===== src/rtl/complex_acc_if.sv =====
// Handshake bundle for complex_acc_stage: product input side and accumulated-sum output side.
// The stage uses the slave view; a driver or testbench uses the master view.
interface complex_acc_if #(
  parameter int DATA_WIDTH = 8,
  parameter int ACC_LEN    = 4,
  parameter int GUARD_BITS = 4
);
  localparam int ACC_WIDTH = 2*DATA_WIDTH + GUARD_BITS;
  localparam int CNT_WIDTH = $clog2(ACC_LEN+1);

  logic                    in_val;
  logic                    in_ready;
  logic [2*DATA_WIDTH-1:0] in_re;
  logic [2*DATA_WIDTH-1:0] in_im;
  logic                    flush;
  logic                    acc_val;
  logic                    acc_ready;
  logic [ACC_WIDTH-1:0]    acc_re;
  logic [ACC_WIDTH-1:0]    acc_im;
  logic [CNT_WIDTH-1:0]    acc_cnt;
  logic                    acc_sat;

  modport slave (
    input  in_val, in_re, in_im, flush, acc_ready,
    output in_ready, acc_val, acc_re, acc_im, acc_cnt, acc_sat
  );

  modport master (
    output in_val, in_re, in_im, flush, acc_ready,
    input  in_ready, acc_val, acc_re, acc_im, acc_cnt, acc_sat
  );
endinterface


===== src/rtl/complex_acc_stage.sv =====
// Accumulates ACC_LEN complex products into one complex sum (dot product), with early flush.
// Optional macro COMPLEX_ACC_SAT_EN: saturating per-part additions and a sticky acc_sat flag.
module complex_acc_stage #(
  parameter int DATA_WIDTH = 8,
  parameter int ACC_LEN    = 4,
  parameter int GUARD_BITS = 4
) (
  input logic             clk,
  input logic             rstn,
  input logic             sw_rst,
  complex_acc_if.slave    bus
);
  localparam int ACC_WIDTH = 2*DATA_WIDTH + GUARD_BITS;
  localparam int CNT_WIDTH = $clog2(ACC_LEN+1);
  localparam logic [CNT_WIDTH-1:0] LAST_CNT = CNT_WIDTH'(ACC_LEN-1);

  typedef enum logic {ACCUM, OUTPUT} state_t;

  typedef struct packed {
    logic [ACC_WIDTH-1:0] sum;
    logic                 sat;
  } add_t;

  function automatic add_t acc_add(input logic [ACC_WIDTH-1:0] a, input logic [ACC_WIDTH-1:0] b);
    add_t r;
`ifdef COMPLEX_ACC_SAT_EN
    logic [ACC_WIDTH:0] wide;
    wide = {a[ACC_WIDTH-1], a} + {b[ACC_WIDTH-1], b};
    // Two sign bits disagree exactly when the signed sum left the ACC_WIDTH range.
    if (wide[ACC_WIDTH] != wide[ACC_WIDTH-1]) begin
      r.sum = wide[ACC_WIDTH] ? {1'b1, {(ACC_WIDTH-1){1'b0}}} : {1'b0, {(ACC_WIDTH-1){1'b1}}};
      r.sat = 1'b1;
    end else begin
      r.sum = wide[ACC_WIDTH-1:0];
      r.sat = 1'b0;
    end
`else
    r.sum = a + b;
    r.sat = 1'b0;
`endif
    return r;
  endfunction

  state_t               state_q,   state_d;
  logic [CNT_WIDTH-1:0] cnt_q,     cnt_d;
  logic [ACC_WIDTH-1:0] sum_re_q,  sum_re_d;
  logic [ACC_WIDTH-1:0] sum_im_q,  sum_im_d;
  logic                 sat_q,     sat_d;
  logic [ACC_WIDTH-1:0] out_re_q,  out_re_d;
  logic [ACC_WIDTH-1:0] out_im_q,  out_im_d;
  logic [CNT_WIDTH-1:0] out_cnt_q, out_cnt_d;
  logic                 out_sat_q, out_sat_d;

  logic [ACC_WIDTH-1:0] ext_re, ext_im;
  logic [ACC_WIDTH-1:0] new_re, new_im;
  logic [CNT_WIDTH-1:0] new_cnt;
  logic                 new_sat;
  logic                 xfer;
  add_t                 add_re, add_im;

  assign ext_re = ACC_WIDTH'($signed(bus.in_re));
  assign ext_im = ACC_WIDTH'($signed(bus.in_im));

  always_comb begin
    // NOTE: every always_comb target gets a default first so no path can infer a latch.
    state_d   = state_q;
    cnt_d     = cnt_q;
    sum_re_d  = sum_re_q;
    sum_im_d  = sum_im_q;
    sat_d     = sat_q;
    out_re_d  = out_re_q;
    out_im_d  = out_im_q;
    out_cnt_d = out_cnt_q;
    out_sat_d = out_sat_q;

    xfer    = bus.in_val && (state_q == ACCUM);
    add_re  = acc_add(sum_re_q, ext_re);
    add_im  = acc_add(sum_im_q, ext_im);
    new_re  = sum_re_q;
    new_im  = sum_im_q;
    new_cnt = cnt_q;
    new_sat = sat_q;
    if (xfer) begin
      new_re  = add_re.sum;
      new_im  = add_im.sum;
      new_cnt = cnt_q + 1'b1;
      new_sat = sat_q | add_re.sat | add_im.sat;
    end

    unique case (state_q)
      ACCUM: begin
        sum_re_d = new_re;
        sum_im_d = new_im;
        cnt_d    = new_cnt;
        sat_d    = new_sat;
        // A flush with nothing accumulated and no same-cycle product is ignored.
        if ((xfer && cnt_q == LAST_CNT) || (bus.flush && new_cnt != '0)) begin
          out_re_d  = new_re;
          out_im_d  = new_im;
          out_cnt_d = new_cnt;
          out_sat_d = new_sat;
          sum_re_d  = '0;
          sum_im_d  = '0;
          cnt_d     = '0;
          sat_d     = 1'b0;
          state_d   = OUTPUT;
        end
      end
      OUTPUT: begin
        if (bus.acc_ready) state_d = ACCUM;
      end
      default: state_d = ACCUM;
    endcase

    if (sw_rst) begin
      state_d   = ACCUM;
      cnt_d     = '0;
      sum_re_d  = '0;
      sum_im_d  = '0;
      sat_d     = 1'b0;
      out_re_d  = '0;
      out_im_d  = '0;
      out_cnt_d = '0;
      out_sat_d = 1'b0;
    end
  end

  // NOTE: state registers use non-blocking assignments and all of them take the async reset.
  always_ff @(posedge clk or negedge rstn) begin
    if (!rstn) begin
      state_q   <= ACCUM;
      cnt_q     <= '0;
      sum_re_q  <= '0;
      sum_im_q  <= '0;
      sat_q     <= 1'b0;
      out_re_q  <= '0;
      out_im_q  <= '0;
      out_cnt_q <= '0;
      out_sat_q <= 1'b0;
    end else begin
      state_q   <= state_d;
      cnt_q     <= cnt_d;
      sum_re_q  <= sum_re_d;
      sum_im_q  <= sum_im_d;
      sat_q     <= sat_d;
      out_re_q  <= out_re_d;
      out_im_q  <= out_im_d;
      out_cnt_q <= out_cnt_d;
      out_sat_q <= out_sat_d;
    end
  end

  assign bus.in_ready = (state_q == ACCUM);
  assign bus.acc_val  = (state_q == OUTPUT);
  assign bus.acc_re   = out_re_q;
  assign bus.acc_im   = out_im_q;
  assign bus.acc_cnt  = out_cnt_q;
  assign bus.acc_sat  = out_sat_q;
endmodule


===== src/flat_wrapper.sv =====
// flat-port wrapper written by rule: the top's interface ports become plain ports
module complex_acc_stage_flat 
#(
  parameter int DATA_WIDTH = 8,
  parameter int ACC_LEN    = 4,
  parameter int GUARD_BITS = 4
)
  (clk, rstn, sw_rst, bus_in_val, bus_in_re, bus_in_im, bus_flush, bus_acc_ready, bus_in_ready, bus_acc_val, bus_acc_re, bus_acc_im, bus_acc_cnt, bus_acc_sat);
  complex_acc_if #(.DATA_WIDTH(DATA_WIDTH), .ACC_LEN(ACC_LEN), .GUARD_BITS(GUARD_BITS)) bus_i ();
  input logic clk;
  input logic rstn;
  input logic sw_rst;
  input wire logic [$bits(bus_i.in_val)-1:0] bus_in_val;
  input wire logic [$bits(bus_i.in_re)-1:0] bus_in_re;
  input wire logic [$bits(bus_i.in_im)-1:0] bus_in_im;
  input wire logic [$bits(bus_i.flush)-1:0] bus_flush;
  input wire logic [$bits(bus_i.acc_ready)-1:0] bus_acc_ready;
  output wire logic [$bits(bus_i.in_ready)-1:0] bus_in_ready;
  output wire logic [$bits(bus_i.acc_val)-1:0] bus_acc_val;
  output wire logic [$bits(bus_i.acc_re)-1:0] bus_acc_re;
  output wire logic [$bits(bus_i.acc_im)-1:0] bus_acc_im;
  output wire logic [$bits(bus_i.acc_cnt)-1:0] bus_acc_cnt;
  output wire logic [$bits(bus_i.acc_sat)-1:0] bus_acc_sat;
  assign bus_i.in_val = bus_in_val;
  assign bus_i.in_re = bus_in_re;
  assign bus_i.in_im = bus_in_im;
  assign bus_i.flush = bus_flush;
  assign bus_i.acc_ready = bus_acc_ready;
  assign bus_in_ready = bus_i.in_ready;
  assign bus_acc_val = bus_i.acc_val;
  assign bus_acc_re = bus_i.acc_re;
  assign bus_acc_im = bus_i.acc_im;
  assign bus_acc_cnt = bus_i.acc_cnt;
  assign bus_acc_sat = bus_i.acc_sat;
  complex_acc_stage #(.DATA_WIDTH(DATA_WIDTH), .ACC_LEN(ACC_LEN), .GUARD_BITS(GUARD_BITS)) u_core (.clk(clk), .rstn(rstn), .sw_rst(sw_rst), .bus(bus_i));
endmodule

===== config.mk =====
export PLATFORM = sky130hd
export DESIGN_NAME = complex_acc_stage_flat
export DESIGN_NICKNAME = d
export VERILOG_FILES = /design/src/rtl/complex_acc_if.sv /design/src/rtl/complex_acc_stage.sv /design/src/flat_wrapper.sv
export SDC_FILE = /design/constraint.sdc
export NUM_CORES = 1
export LEC_CHECK = 0
export BUFFER_PORTS_ARGS = -buffer_cell sky130_fd_sc_hd__buf_2
export CAP_MARGIN = 15
export CORE_UTILIZATION = 47
export DETAILED_ROUTE_END_ITERATION = 16
export GPL_TIMING_DRIVEN = 0
export PLACE_DENSITY = 0.68
export SYNTH_ARGS = -nofsm -noshare
export SYNTH_HDL_FRONTEND = slang
export SYNTH_SLANG_ARGS = --single-unit

===== constraint.sdc =====
create_clock -name clk -period 6.5 [get_ports clk]
set_input_delay 0.65 -clock clk [delete_from_list [all_inputs] [get_ports clk]]
set_output_delay 0.65 -clock clk [all_outputs]
set_load 0.02 [all_outputs]

After elaboration in Yosys (flattened, before gate mapping) --
Cells that the tools add are included.
Word-level totals: flip-flop bits (word level) 89, input bits 38, output and inout bits 46
Operators by class: add/subtract/negate cells 3, equality and inequality tests 2, mux-type cells 31, bitwise gates (word level) 1, reductions and logical operators 7
Operator list (number):
- $mux W20 | 14
- $add A20 B20 Y20 | 2
- $mux W3 | 7
- $mux W1 | 9
- $add A3 B1 Y3 const B | 1
- $eq A3 B2 Y1 const B | 1
- $logic_and A1 B1 Y1 | 3
- $reduce_bool A3 Y1 | 1
- $ne A2 B2 Y1 const B | 1
- $pmux W1 S2 | 1
- $reduce_and A2 Y1 | 1
- $reduce_bool A2 Y1 | 1
- $logic_or A1 B1 Y1 | 1
- $not A1 Y1 | 1

Longest topological paths before layout --
depth after elaboration 9, gate-level depth with buffers 11, gate-level depth less buffers 10

Worst setup path after synthesis --
No wires, ideal clock.
kind in2reg, from input bus_in_im[0], to register u_core.out_im_q[16] (netlist: u_core.bus.acc_im[16]), arrival 2547 ps, required time 6379 ps, path slack 3832 ps, stages on the path 10, buffers on the path 0, cell sequence ha_1 -> fa_1 -> a21oi_1 -> o21ai_1 -> o22ai_1 -> o41ai_2 -> a31oi_1 -> xor2_1 -> o21ai_0 -> a22o_1
On the way: word-level cells in the longest chain between the ends 5
Ends and longest elaborated chain:
- start, declared | RTL line flat_wrapper.sv:15 | input wire logic [$bits(bus_i.in_im)-1:0] bus_in_im;
- $add A20 B20 Y20 | RTL line complex_acc_stage.sv:38 | r.sum = a + b;
- $mux W20 | RTL line complex_acc_stage.sv:83 | if (xfer) begin
- $mux W20 | RTL line complex_acc_stage.sv:97 | if ((xfer && cnt_q == LAST_CNT) || (bus.flush && new_cnt != '0)) begin
- $mux W20 | RTL line complex_acc_stage.sv:90 | unique case (state_q)
- $mux W20 | RTL line complex_acc_stage.sv:115 | if (sw_rst) begin
- end signal, assigned | RTL line complex_acc_stage.sv:147 | out_im_q <= out_im_d;
- end, declared | RTL line complex_acc_stage.sv:50 | logic [ACC_WIDTH-1:0] out_im_q, out_im_d;
No other way between the ends. The select of a mux whose other input is x is not followed. A chain may end at the register's enable or synchronous reset.

Worst setup path after layout --
from register u_core.sum_im_q[0], to register u_core.out_im_q[16] (netlist: u_core.bus.acc_im[16])
On the way: word-level cells in the longest chain between the ends 5
Ends and longest elaborated chain:
- start, declared | RTL line complex_acc_stage.sv:47 | logic [ACC_WIDTH-1:0] sum_im_q, sum_im_d;
- start signal, assigned | RTL line complex_acc_stage.sv:144 | sum_im_q <= sum_im_d;
- $add A20 B20 Y20 | RTL line complex_acc_stage.sv:38
- $mux W20 | RTL line complex_acc_stage.sv:83
- $mux W20 | RTL line complex_acc_stage.sv:97
- $mux W20 | RTL line complex_acc_stage.sv:90
- $mux W20 | RTL line complex_acc_stage.sv:115
No other way between the ends. The select of a mux whose other input is x is not followed.

==> impl_metrics.json <==
{
  "final_util": 0.565,
  "final_layout_size_suffix_gt1_frac": 0.181,
  "min_path_type": "in -> async",
  "grt-busiest-layer": "met2",
  "max_stage_delay_ns": 0.68,
  "rsz0062_at_grt": "false",
  "r2r_end": "u_core.bus.acc_im[16]",
  "cts_tree": "yes",
  "setup-violations-final": 0,
  "yosys_register_bits": 87,
  "synth_fp_nets": 737,
  "fmax_mhz": 334,
  "critPathCaptureType": "flip-flop",
  "met2_usage": 0.478,
  "drt_pre_antenna_iters": 5,
  "fin_skew_ns": 0.0102,
  "drc": 0,
  "relSlewSlack": 0.496,
  "worst_path_max_delay_cell": "o41ai_2",
  "max_cap_violations": 0,
  "cts.repair.resized": 0,
  "fin_crit_sh": 0.460,
  "ys.flop_type": "dfrtp_1",
  "synth_xor_area_frac": 0.0508,
  "synth_edf_count": 0,
  "worstPathArrival_ns": 3.23,
  "area_growth_pct": 16.4,
  "grt_pass1_wl_mm": 28.7,
  "timing.rr.start": "u_core.sum_im_q[0]",
  "synthesis.instances": 657,
  "grt_use_total": 0.296,
  "r2r_cells": 10,
  "grtUsageMet3": 0.0574,
  "gp_congestion": 0.937,
  "outcome": "complete, no violations",
  "htree_levels": 3,
  "worst_pin_slew_ns": 0.757,
  "critPathKind": "reg -> reg",
  "cts_buffers": 9,
  "synthSimpleGateAreaFrac": 0.179,
  "finalHoldViolations": 0,
  "tns_ns": 0,
  "drt_iter0_markers": 329,
  "ys_warn_count": 0,
  "viasPerCell": 5.98,
  "synthAdderAreaFrac": 0.0923,
  "dpl.hpwl_mm": 13.8,
  "grt_pass1_vias": 5323,
  "portBuffers": 81,
  "core_mm2": 0.0121,
  "final_cell_mix": "nand2_1 (90), buf_2 (87), dfrtp_1 (87)",
  "final_common_cell": "nand2_1",
  "post-cts-setup-buffer-count": 0,
  "clock_sinks": 87,
  "synthDistinctLibCells": 69,
  "clockRootBuffer": "clkbuf_16",
  "avgSynthCellArea_um2": 8.92,
  "holdWs_ns": 0.266,
  "rows": 40,
  "p_int_mw": 1.16,
  "crit_chain": "ha_1 -> fa_1 -> a21oi_1 -> o21ai_1 -> o22ai_1 -> o41ai_2 -> a31oi_1 -> xor2_1 -> o21ai_0 -> a22o_1",
  "wl_per_cell_um": 20.1,
  "seqPwrFrac": 0.348,
  "die_h_um": 114,
  "fill_cells": 1135,
  "die_x_um": 114,
  "path_max_fanout": 3,
  "p_total_mw": 1.89,
  "postCtsHoldBufs": 0,
  "p_clk_frac": 0.294,
  "cp-start-kind": "flip-flop",
  "place_ws_ns": 3.23,
  "start_util": 0.486,
  "switchingPower_uw": 729,
  "synthMuxAreaShare": 0.0214,
  "slew_violations": 0,
  "crit_required_ns": 6.74,
  "synth-seq-area-share": 0.372,
  "routed_wl_mm": 18.5,
  "dieArea_mm2": 0.0129,
  "route.vias.total": 5520,
  "final_antenna_net_count": 0,
  "io_pins": 84,
  "clk_pin_slew_worst_paths_ns": 0.07,
  "layout_setup_ws_ns": 3.51,
  "grt_overflow": 0,
  "p_per_area_mw_per_mm2": 278,
  "power_leakage_nw": 3.33,
  "grt_max_degree": 55,
  "synth_top_family_by_area": "compound AO/OA/AOI/OAI gates",
  "irDropWorstVdd_uv": 139,
  "use_met1": 0.392,
  "antenna_found_initial": 0,
  "diodes": 0,
  "async_flop_share": 1.00,
  "r2r_slack_ns": 3.51,
  "clock_latency_ns": 0.36,
  "fin_crit_ns": 2.99,
  "synth_compound_area_frac": 0.248,
  "synth_area_mm2": 0.00586,
  "sw_frac_of_total": 0.385,
  "power_frac_comb": 0.359,
  "fin_nets": 830,
  "ctsLongestPathBuffers": 2
}
[area by class of cell]
class | count | area (µm²) | share of cell area
multi-input combinational | 524 | 3470 | 0.508
sequential | 87 | 2180 | 0.319
timing repair buffer | 82 | 435 | 0.0639
clock buffer | 10 | 239 | 0.0350
tap | 168 | 210 | 0.0308
buffer | 39 | 189 | 0.0277
clock inverter | 6 | 76.3 | 0.0112
inverter | 7 | 26.3 | 0.00385
[cell usage after synthesis, types with 6 or more instances]
master	instances	area, µm²
a211oi_1	13	97.6
a21o_1	16	120
a21oi_1	53	265
a22o_1	17	149
a22oi_1	14	105
a31oi_1	6	37.5
buf_2	7	35.0
clkbuf_1	23	86.3
dfrtp_1	87	2180
ha_1	40	500
inv_1	7	26.3
mux2i_1	8	80.1
nand2_1	90	338
nand3_1	11	55.1
nand3b_1	9	67.6
nand4_1	7	43.8
nor2_1	66	248
nor2b_1	7	43.8
nor3_1	11	55.1
o21a_1	8	60.1
o21ai_0	33	165
xnor2_1	20	175
xor2_1	14	123
[per-stage QoR]
| stage | instances | cell area [µm²] |
|---|---|---|
| global placement | 906 | 6470 |
| detailed placement | 907 | 6500 |
| finish | 923 | 6820 |
| global route | 923 | 6820 |
| CTS | 923 | 6820 |
| floorplan | 657 | 5860 |
[metal layers]
metal  part of all wire  wire [µm]
met1               0.44       8070
met2               0.47       8670
met3              0.068       1270
met4              0.028        522
met5                  0          0
[worst max-delay path, delay by kind of cell, from the launching register on]
family	cells	cell delay, ns
DFF	1	0.37
adders and majority gates	2	0.44
AOI/OAI and AO/OA	7	1.83
xor gates and xnor gates	1	0.21
[logic make-up after synthesis]
family / count (synthesis)
mux: 11
xor+xnor: 34
simple gates: 227
flops: 87
other cells: 1
compound gates: 209
fa+ha+maj: 42
buf+inv: 46
[worst max-delay path by stage]
stage	depth (start not counted)	startpoint	slack, ns	endpoint
after floorplan	10	bus_in_im[0]	3.83	u_core.bus.acc_im[16]
after global placement	11	bus_in_im[0]	3.24	u_core.bus.acc_im[16]
after detailed placement	11	bus_in_im[0]	3.23	u_core.bus.acc_im[16]
after CTS	10	u_core.sum_im_q[0]	3.56	u_core.bus.acc_im[16]
after global routing	10	u_core.sum_im_q[0]	3.33	u_core.bus.acc_im[16]
final	10	u_core.sum_im_q[0]	3.51	u_core.bus.acc_im[16]
[sequential cells by signal (all words and copies together) (netlist names)]
name and count:
u_core.bus.acc_im 20, u_core.bus.acc_re 20, u_core.cnt_q 3, u_core.sum_re_q 20, u_core.bus.acc_val 1, u_core.bus.acc_cnt 3, u_core.sum_im_q 20
[power by group through the flow]
stage / Combinational (mW) / Clock (mW) / Sequential [mW]
after floorplan: 0.427 / 0 / 0.696
after global placement: 0.656 / 0 / 0.664
after detailed placement: 0.668 / 0 / 0.667
after CTS: 0.672 / 0.555 / 0.657
after global routing: 0.737 / 0.581 / 0.666
final: 0.679 / 0.556 / 0.659
Power figures use the tool's default switching activity.
